$ cat src/rtl/async_fifo_rd_ctrl.sv
// Async FIFO read-side control: write-pointer sync, read pointers, empty/almost_empty/underflow; FIFO_RD_COUNT_EN adds rd_count.
// Latency: write-pointer change seen on empty within SYNC_STAGES+1 edges; reads while empty are dropped and flagged as underflow.
module async_fifo_rd_ctrl #(
  parameter int ADDR_W      = 4,
  parameter int SYNC_STAGES = 2,
  parameter int AE_TH       = 2
) (
  input  logic              clk,
  input  logic              rst,
  input  logic              rd_en,
  input  logic [ADDR_W:0]   wr_gray_ptr,
  output logic [ADDR_W-1:0] rd_addr,
  output logic [ADDR_W:0]   rd_gray_ptr,
  output logic              empty,
  output logic              almost_empty,
  output logic              underflow,
  output logic [ADDR_W:0]   rd_count
);

  localparam logic [ADDR_W:0] AE_LIM = (ADDR_W+1)'(AE_TH);

  logic [SYNC_STAGES-1:0][ADDR_W:0] sync_q;
  logic [ADDR_W:0] wq_gray;
  logic [ADDR_W:0] wq_bin;
  logic [ADDR_W:0] rd_bin;
  logic [ADDR_W:0] rd_bin_next;
  logic [ADDR_W:0] rd_gray_next;
  logic [ADDR_W:0] occ_next;
  logic            rd_fire;

  assign wq_gray = sync_q[SYNC_STAGES-1];

  // Each binary bit is the parity of all Gray bits at or above it.
  always_comb begin
    wq_bin = '0;
    for (int i = 0; i <= ADDR_W; i++) begin
      wq_bin[i] = ^(wq_gray >> i);
    end
  end

  assign rd_fire      = rd_en & ~empty;
  assign rd_bin_next  = rd_bin + {{ADDR_W{1'b0}}, rd_fire};
  assign rd_gray_next = rd_bin_next ^ (rd_bin_next >> 1);
  assign occ_next     = wq_bin - rd_bin_next;
  assign rd_addr      = rd_bin[ADDR_W-1:0];

  always_ff @(posedge clk or posedge rst) begin
    if (rst) begin
      sync_q       <= '0;
      rd_bin       <= '0;
      rd_gray_ptr  <= '0;
      empty        <= 1'b1;
      almost_empty <= 1'b1;
      underflow    <= 1'b0;
    end else begin
      sync_q       <= {sync_q[SYNC_STAGES-2:0], wr_gray_ptr};
      rd_bin       <= rd_bin_next;
      rd_gray_ptr  <= rd_gray_next;
      // Compared against the pre-edge synchronized pointer, so empty can only release late.
      empty        <= (rd_gray_next == wq_gray);
      almost_empty <= (occ_next <= AE_LIM);
      underflow    <= rd_en & empty;
    end
  end

`ifdef FIFO_RD_COUNT_EN
  always_ff @(posedge clk or posedge rst) begin
    if (rst) begin
      rd_count <= '0;
    end else begin
      rd_count <= occ_next;
    end
  end
`else
  assign rd_count = '0;
`endif

endmodule

$ cat config.mk
export PLATFORM = sky130hd
export DESIGN_NAME = async_fifo_rd_ctrl
export DESIGN_NICKNAME = d
export VERILOG_FILES = /design/src/rtl/async_fifo_rd_ctrl.sv
export SDC_FILE = /design/constraint.sdc
export NUM_CORES = 1
export LEC_CHECK = 0
export CORE_MARGIN = 1
export CORE_UTILIZATION = 52
export CTS_BUF_LIST = sky130_fd_sc_hd__clkbuf_16
export DETAILED_ROUTE_END_ITERATION = 12
export PLACE_DENSITY = 0.93
export SLEW_MARGIN = 20
export SYNTH_ARGS = -nofsm -noshare
export SYNTH_HDL_FRONTEND = slang
export SYNTH_SLANG_ARGS = --single-unit
$ cat constraint.sdc
create_clock -name clk -period 5.1 [get_ports clk]
set_clock_uncertainty 0.2 [all_clocks]
set_input_delay 0.51 -clock clk [delete_from_list [all_inputs] [get_ports clk]]
set_output_delay 0.51 -clock clk [all_outputs]
set_load 0.02 [all_outputs]
**After elaboration in Yosys (flattened, before gate mapping)**

Cells that the tools add are included.

- Bits in registers: 23
- Input bits: 8
- Output and inout bits: 17

- Add/sub/neg operators: 2
- $lt $le $gt $ge: 1
- Equality and inequality tests: 1
- Bitwise logic cells: 4
- Reductions and logical operators: 5

Operators with widths:

| kind | number |
|---|---|
| XOR reduction 5 bit | 5 |
| adder 5 x 1 -> 5 bit | 1 |
| equality test 5 bit | 1 |
| less-or-equal comparator 5 x 2 -> 1 bit, second input constant | 1 |
| subtractor 5 bit | 1 |
| XOR 5 x 4 -> 5 bit | 1 |
| bitwise AND 1 bit | 2 |
| inverter 1 bit | 1 |

**Longest topological paths before layout**

- Depth in word-level cells: 5
- Gate-level depth with buffers: 9
- Depth with buffers taken out: 9

**Worst setup path before layout**

Ideal clock, no wire load.

- Kind: reg2reg
- From: register empty
- To: register almost_empty
- Arrival time: 2531 ps
- Required time: 4795 ps
- Setup slack: 2264 ps
- Cell stages (with the launch flop): 10
- Buffers on the path: 0
- Cell sequence: dfstp_2 nor2b_1 ha_1 ha_1 inv_1 ha_1 nor2b_1 or3_1 a211o_1 a2111oi_2

- Word-level cells in the longest chain between the ends: 5

Ends and longest elaborated chain:

| item | line | source |
|---|---|---|
| start: declaration | 14 | `output logic empty,` |
| start signal: assignment | 60 | `empty <= (rd_gray_next == wq_gray);` |
| inverter 1 bit | 41 | `assign rd_fire = rd_en & ~empty;` |
| bitwise AND 1 bit | 41 |  |
| adder 5 x 1 -> 5 bit | 42 | `assign rd_bin_next = rd_bin + {{ADDR_W{1'b0}}, rd_fire};` |
| named net rd_bin_next[1] | 26 | `logic [ADDR_W:0] rd_bin_next;` |
| subtractor 5 bit | 44 | `assign occ_next = wq_bin - rd_bin_next;` |
| less-or-equal comparator 5 x 2 -> 1 bit | 61 | `almost_empty <= (occ_next <= AE_LIM);` |
| end signal: assignment | 61 |  |
| end: declaration | 15 | `output logic almost_empty,` |

The timed path passes the listed nets, and every way through them passes these cells.

**Worst setup path after layout**

- From: input port rd_en
- To: register almost_empty

- Word-level cells in the longest chain between the ends: 4

Ends and longest elaborated chain:

| item | line | source |
|---|---|---|
| start: declaration | 10 | `input logic rd_en,` |
| bitwise AND 1 bit | 41 |  |
| adder 5 x 1 -> 5 bit | 42 |  |
| subtractor 5 bit | 44 |  |
| less-or-equal comparator 5 x 2 -> 1 bit | 61 |  |

No other way between the ends.

==> impl_metrics.prom <==
# TYPE chip_impl_metric gauge
chip_impl_info{name="outcome",value="complete, no violations"} 1
chip_impl_metric{name="die_w",unit="um"} 47.5
chip_impl_metric{name="timing_worst_slew_pin_value",unit="ps"} 791
chip_impl_metric{name="timing.critical_path.arrival",unit="ps"} 3130
chip_impl_metric{name="first_global_vias",unit=""} 577
chip_impl_metric{name="period_needed",unit="ps"} 3180
chip_impl_metric{name="power_per_cell_area",unit="nW/um2"} 702
chip_impl_metric{name="antenna-diode-count",unit=""} 0
chip_impl_metric{name="track_usage",unit="%"} 16.6
chip_impl_metric{name="flop_and_latch_count_out_of_synthesis",unit=""} 22
chip_impl_metric{name="grt_max_degree",unit=""} 23
chip_impl_metric{name="clk_path_buf_depth",unit=""} 2
chip_impl_info{name="root_buffer",value="sky130_fd_sc_hd__clkbuf_16"} 1
chip_impl_metric{name="worst_slew_margin_rel",unit="%"} 47.2
chip_impl_metric{name="route.detailed.vias_per_inst",unit=""} 4.93
chip_impl_metric{name="detail_route.iter0.violations",unit=""} 5
chip_impl_metric{name="portbufs",unit=""} 19
chip_impl_metric{name="antenna_violating_nets_post_route",unit=""} 0
chip_impl_metric{name="die-height",unit="um"} 47.5
chip_impl_metric{name="drc",unit=""} 0
chip_impl_info{name="endpoint_worst_hold",value="wq_gray[3]"} 1
chip_impl_metric{name="synth-seq-area-share",unit="%"} 51.3
chip_impl_metric{name="starting_density_of_the_core",unit="%"} 54.9
chip_impl_info{name="holdCritStartpoint",value="sync_q[3]"} 1
chip_impl_info{name="path_delay_family",value="simple AND/OR/NAND/NOR gates"} 1
chip_impl_metric{name="post_cts_resize_count",unit=""} 0
chip_impl_metric{name="gp_congestion",unit=""} 0.781
chip_impl_metric{name="post_drt_wl_per_cell",unit="um"} 13.5
chip_impl_metric{name="nets",unit=""} 116
chip_impl_metric{name="dp_cells",unit=""} 124
chip_impl_metric{name="maximum_vdd_ir_drop",unit="V"} 0.000350
chip_impl_info{name="crit_type",value="primary input to flip-flop"} 1
chip_impl_metric{name="number_of_max_cap_violations",unit=""} 0
chip_impl_metric{name="crit_path_max_fanout",unit=""} 6
chip_impl_info{name="worst_r2r_endpoint",value="almost_empty"} 1
chip_impl_metric{name="floorplan.rows",unit=""} 16
chip_impl_info{name="mostFrequentLayoutCell",value="sky130_fd_sc_hd__dfrtp_1"} 1
chip_impl_metric{name="synth-warning-count",unit=""} 0
chip_impl_metric{name="final_max_slew_viol_count",unit=""} 0
chip_impl_metric{name="fin_setup_tns",unit="ps"} 0
chip_impl_metric{name="post_synthesis_instance_area",unit="um2"} 1080
chip_impl_metric{name="r2r_setup_slack",unit="ps"} 2040
chip_impl_metric{name="cts.reportedPaths.clkPinSlew",unit="ps"} 50
chip_impl_info{name="start_kind",value="primary input"} 1
chip_impl_metric{name="die_area",unit="um2"} 2260
chip_impl_metric{name="core-area",unit="um2"} 1960
chip_impl_metric{name="wire_length_of_the_first_global_routing_pass",unit="um"} 2460
chip_impl_info{name="grt_setup_unrepaired",value="false"} 1
chip_impl_metric{name="post_layout_nonfiller_instances",unit=""} 127
chip_impl_metric{name="detailed_place_hpwl",unit="um"} 1320
chip_impl_info{name="crit_slowest_cell",value="sky130_fd_sc_hd__clkdlybuf4s50_1"} 1
chip_impl_metric{name="share_of_the_clock_period_used_by_the_worst_path_after_layout",unit="%"} 62.4
chip_impl_info{name="min_path_type",value="flip-flop to flip-flop"} 1
chip_impl_metric{name="postSynthAreaPerCell",unit="um2"} 13.6
chip_impl_info{name="critical_path.most_common_cell",value="sky130_fd_sc_hd__ha_1"} 1
chip_impl_metric{name="final_report_hold_violation_count",unit=""} 0
chip_impl_metric{name="setup-violations-final",unit=""} 0
chip_impl_metric{name="netlist_instances",unit=""} 79
chip_impl_info{name="clock_tree_from_tritoncts",value="yes"} 1
chip_impl_metric{name="via_count",unit=""} 626
chip_impl_metric{name="timing.critical_path.slowest_cell_delay",unit="ps"} 470
chip_impl_metric{name="fmaxAchievable",unit="MHz"} 314
chip_impl_info{name="mostFrequentLayoutCells",value="sky130_fd_sc_hd__dfrtp_1, sky130_fd_sc_hd__clkdlybuf4s50_1, sky130_fd_sc_hd__inv_1"} 1
chip_impl_metric{name="holdPathStages",unit=""} 0
chip_impl_metric{name="post_cts.repair.setup_buffers",unit=""} 0
chip_impl_info{name="r2r-start",value="wq_gray[3]"} 1
chip_impl_metric{name="wl",unit="um"} 1710
chip_impl_info{name="worstPathCellList",value="clkdlybuf4s50_1 -> nor2b_1 -> ha_1 -> nand3_1 -> xor2_2 -> ha_1 -> or3_1 -> a211o_1 -> a2111oi_2"} 1
chip_impl_metric{name="first_pass_iters",unit=""} 4
chip_impl_info{name="end_kind",value="flip-flop"} 1
chip_impl_metric{name="htreeDepth",unit=""} 1
chip_impl_metric{name="clock_insertion_delay_worst_skew",unit="ps"} 250
chip_impl_metric{name="r2r.worst_path.cells",unit=""} 9
chip_impl_metric{name="top_level_ports",unit=""} 25
chip_impl_metric{name="final_layout_size_suffix_gt1_share",unit="%"} 10.0
chip_impl_metric{name="synth_cell_type_count",unit=""} 33
chip_impl_metric{name="timing.critical_path.required",unit="ps"} 5040
chip_impl_metric{name="static-leakage-power",unit="nW"} 0.631
chip_impl_metric{name="worstPathBufferInverterCount",unit=""} 1
chip_impl_metric{name="final.hold.worst_slack",unit="ps"} 149
chip_impl_metric{name="flow.area_growth_from_synthesis",unit="%"} 25.7
chip_impl_metric{name="cts_hold_buf",unit=""} 0
chip_impl_metric{name="global_route.overflow_total",unit=""} 0
chip_impl_metric{name="tritoncts.num_buffers",unit=""} 3
chip_impl_metric{name="clkSinkCount",unit=""} 22
chip_impl_metric{name="number_of_antenna_violations_at_the_first_check_in_global_routing",unit=""} 0
## state kept, by name (all words and copies together), names as in the netlist
register      cells
rd_gray_ptr       4
empty             1
sync_q            5
rd_bin            5
wq_gray           5
almost_empty      1
underflow         1
## cell usage after synthesis
cell	number	area share, %
sky130_fd_sc_hd__a211o_1	1	0.81
sky130_fd_sc_hd__and3_2	1	0.70
sky130_fd_sc_hd__xor3_1	2	4.4
sky130_fd_sc_hd__and2_1	1	0.58
sky130_fd_sc_hd__xnor2_1	5	4.1
sky130_fd_sc_hd__nor3_1	1	0.46
sky130_fd_sc_hd__a2111oi_2	1	1.4
sky130_fd_sc_hd__nor2b_1	2	1.2
sky130_fd_sc_hd__dfstp_2	2	4.9
sky130_fd_sc_hd__nand2_1	1	0.35
sky130_fd_sc_hd__mux2i_1	1	0.93
sky130_fd_sc_hd__and3_1	1	0.58
sky130_fd_sc_hd__fa_1	1	1.9
sky130_fd_sc_hd__nand2b_1	1	0.58
sky130_fd_sc_hd__a21oi_1	1	0.46
sky130_fd_sc_hd__inv_1	7	2.4
sky130_fd_sc_hd__dfrtp_1	20	46
sky130_fd_sc_hd__xor2_2	1	1.5
sky130_fd_sc_hd__xnor2_4	1	2.6
sky130_fd_sc_hd__and4_1	1	0.81
sky130_fd_sc_hd__o211ai_1	1	0.70
sky130_fd_sc_hd__nor2_1	1	0.35
sky130_fd_sc_hd__o21ai_0	1	0.46
sky130_fd_sc_hd__conb_1	1	0.35
sky130_fd_sc_hd__xor3_2	1	2.3
sky130_fd_sc_hd__ha_1	5	5.8
sky130_fd_sc_hd__a31oi_1	1	0.58
sky130_fd_sc_hd__o21ai_1	1	0.46
sky130_fd_sc_hd__xor2_1	6	4.9
sky130_fd_sc_hd__or3_1	1	0.58
sky130_fd_sc_hd__nand3_1	2	0.93
sky130_fd_sc_hd__xnor3_1	1	2.1
sky130_fd_sc_hd__buf_4	5	3.5
## worst max path at each step
stage	from	endpoint	slack (ps)	cells past startpoint
floorplan	empty	almost_empty	2260	9
finish	rd_en	almost_empty	1920	9
global placement	rd_en	almost_empty	1770	10
detailed placement	rd_en	almost_empty	1640	10
global route	rd_en	almost_empty	1800	9
CTS	rd_en	almost_empty	1880	10
## worst reg2reg max path, cell delays in order (launching register included)
cell,delay [ps]
sky130_fd_sc_hd__dfrtp_1,420
sky130_fd_sc_hd__xor3_2,460
sky130_fd_sc_hd__xnor2_1,350
sky130_fd_sc_hd__xor2_1,120
sky130_fd_sc_hd__ha_1,230
sky130_fd_sc_hd__fa_1,450
sky130_fd_sc_hd__inv_1,100
sky130_fd_sc_hd__a31oi_1,100
sky130_fd_sc_hd__and3_1,220
sky130_fd_sc_hd__a2111oi_2,290
## final cells by class
cell class / count / area, um2
flip-flops and latches: 22 / 553
inverters: 7 / 26.3
multi-input cells: 49 / 475
well taps: 27 / 33.8
fillers: 145 / 608
repair buffers: 19 / 190
clock buffers: 3 / 75.1
## logic make-up after synthesis
logic type	after synthesis	share of synthesized area, %
flops	22	51.3
other cells	1	0.348
fa+ha+maj	6	7.67
simple gates	13	7.09
compound gates	7	4.88
mux	1	0.929
xor+xnor	17	21.8
buf+inv	12	5.92
## layer usage
| metal | vias to the layer above | part of all wire (%) | track usage, % |
|---|---|---|---|
| met5 | - | 0 | 0 |
| met4 | 0 | 2.6 | 8.57 |
| met3 | 5 | 4.1 | 3.40 |
| met2 | 25 | 54 | 28.8 |
| met1 | 304 | 39 | 19.3 |
| li1 | 292 | - | - |
## report_power, final
group	total, mW	internal [mW]	switching (mW)
combinational	0.530	0.264	0.266
sequential	0.263	0.229	0.0345
clock	0.157	0.103	0.0537
total	0.950	0.596	0.354
## metrics by stage
stage | instance area, um2 | utilization, % | setup slack (ps) | power (mW)
6_report | 1350 | 69.0 | 1920 | 0.950
2_1_floorplan | 1090 | - | 2260 | 0.639
3_3_place_gp | 1280 | 65.2 | 1770 | 0.766
3_5_place_dp | 1280 | 65.2 | 1640 | 0.797
4_1_cts | 1350 | 69.0 | 1880 | 0.959
5_1_grt | 1350 | 69.0 | 1800 | 1.01
Power figures use the tool's default switching activity.
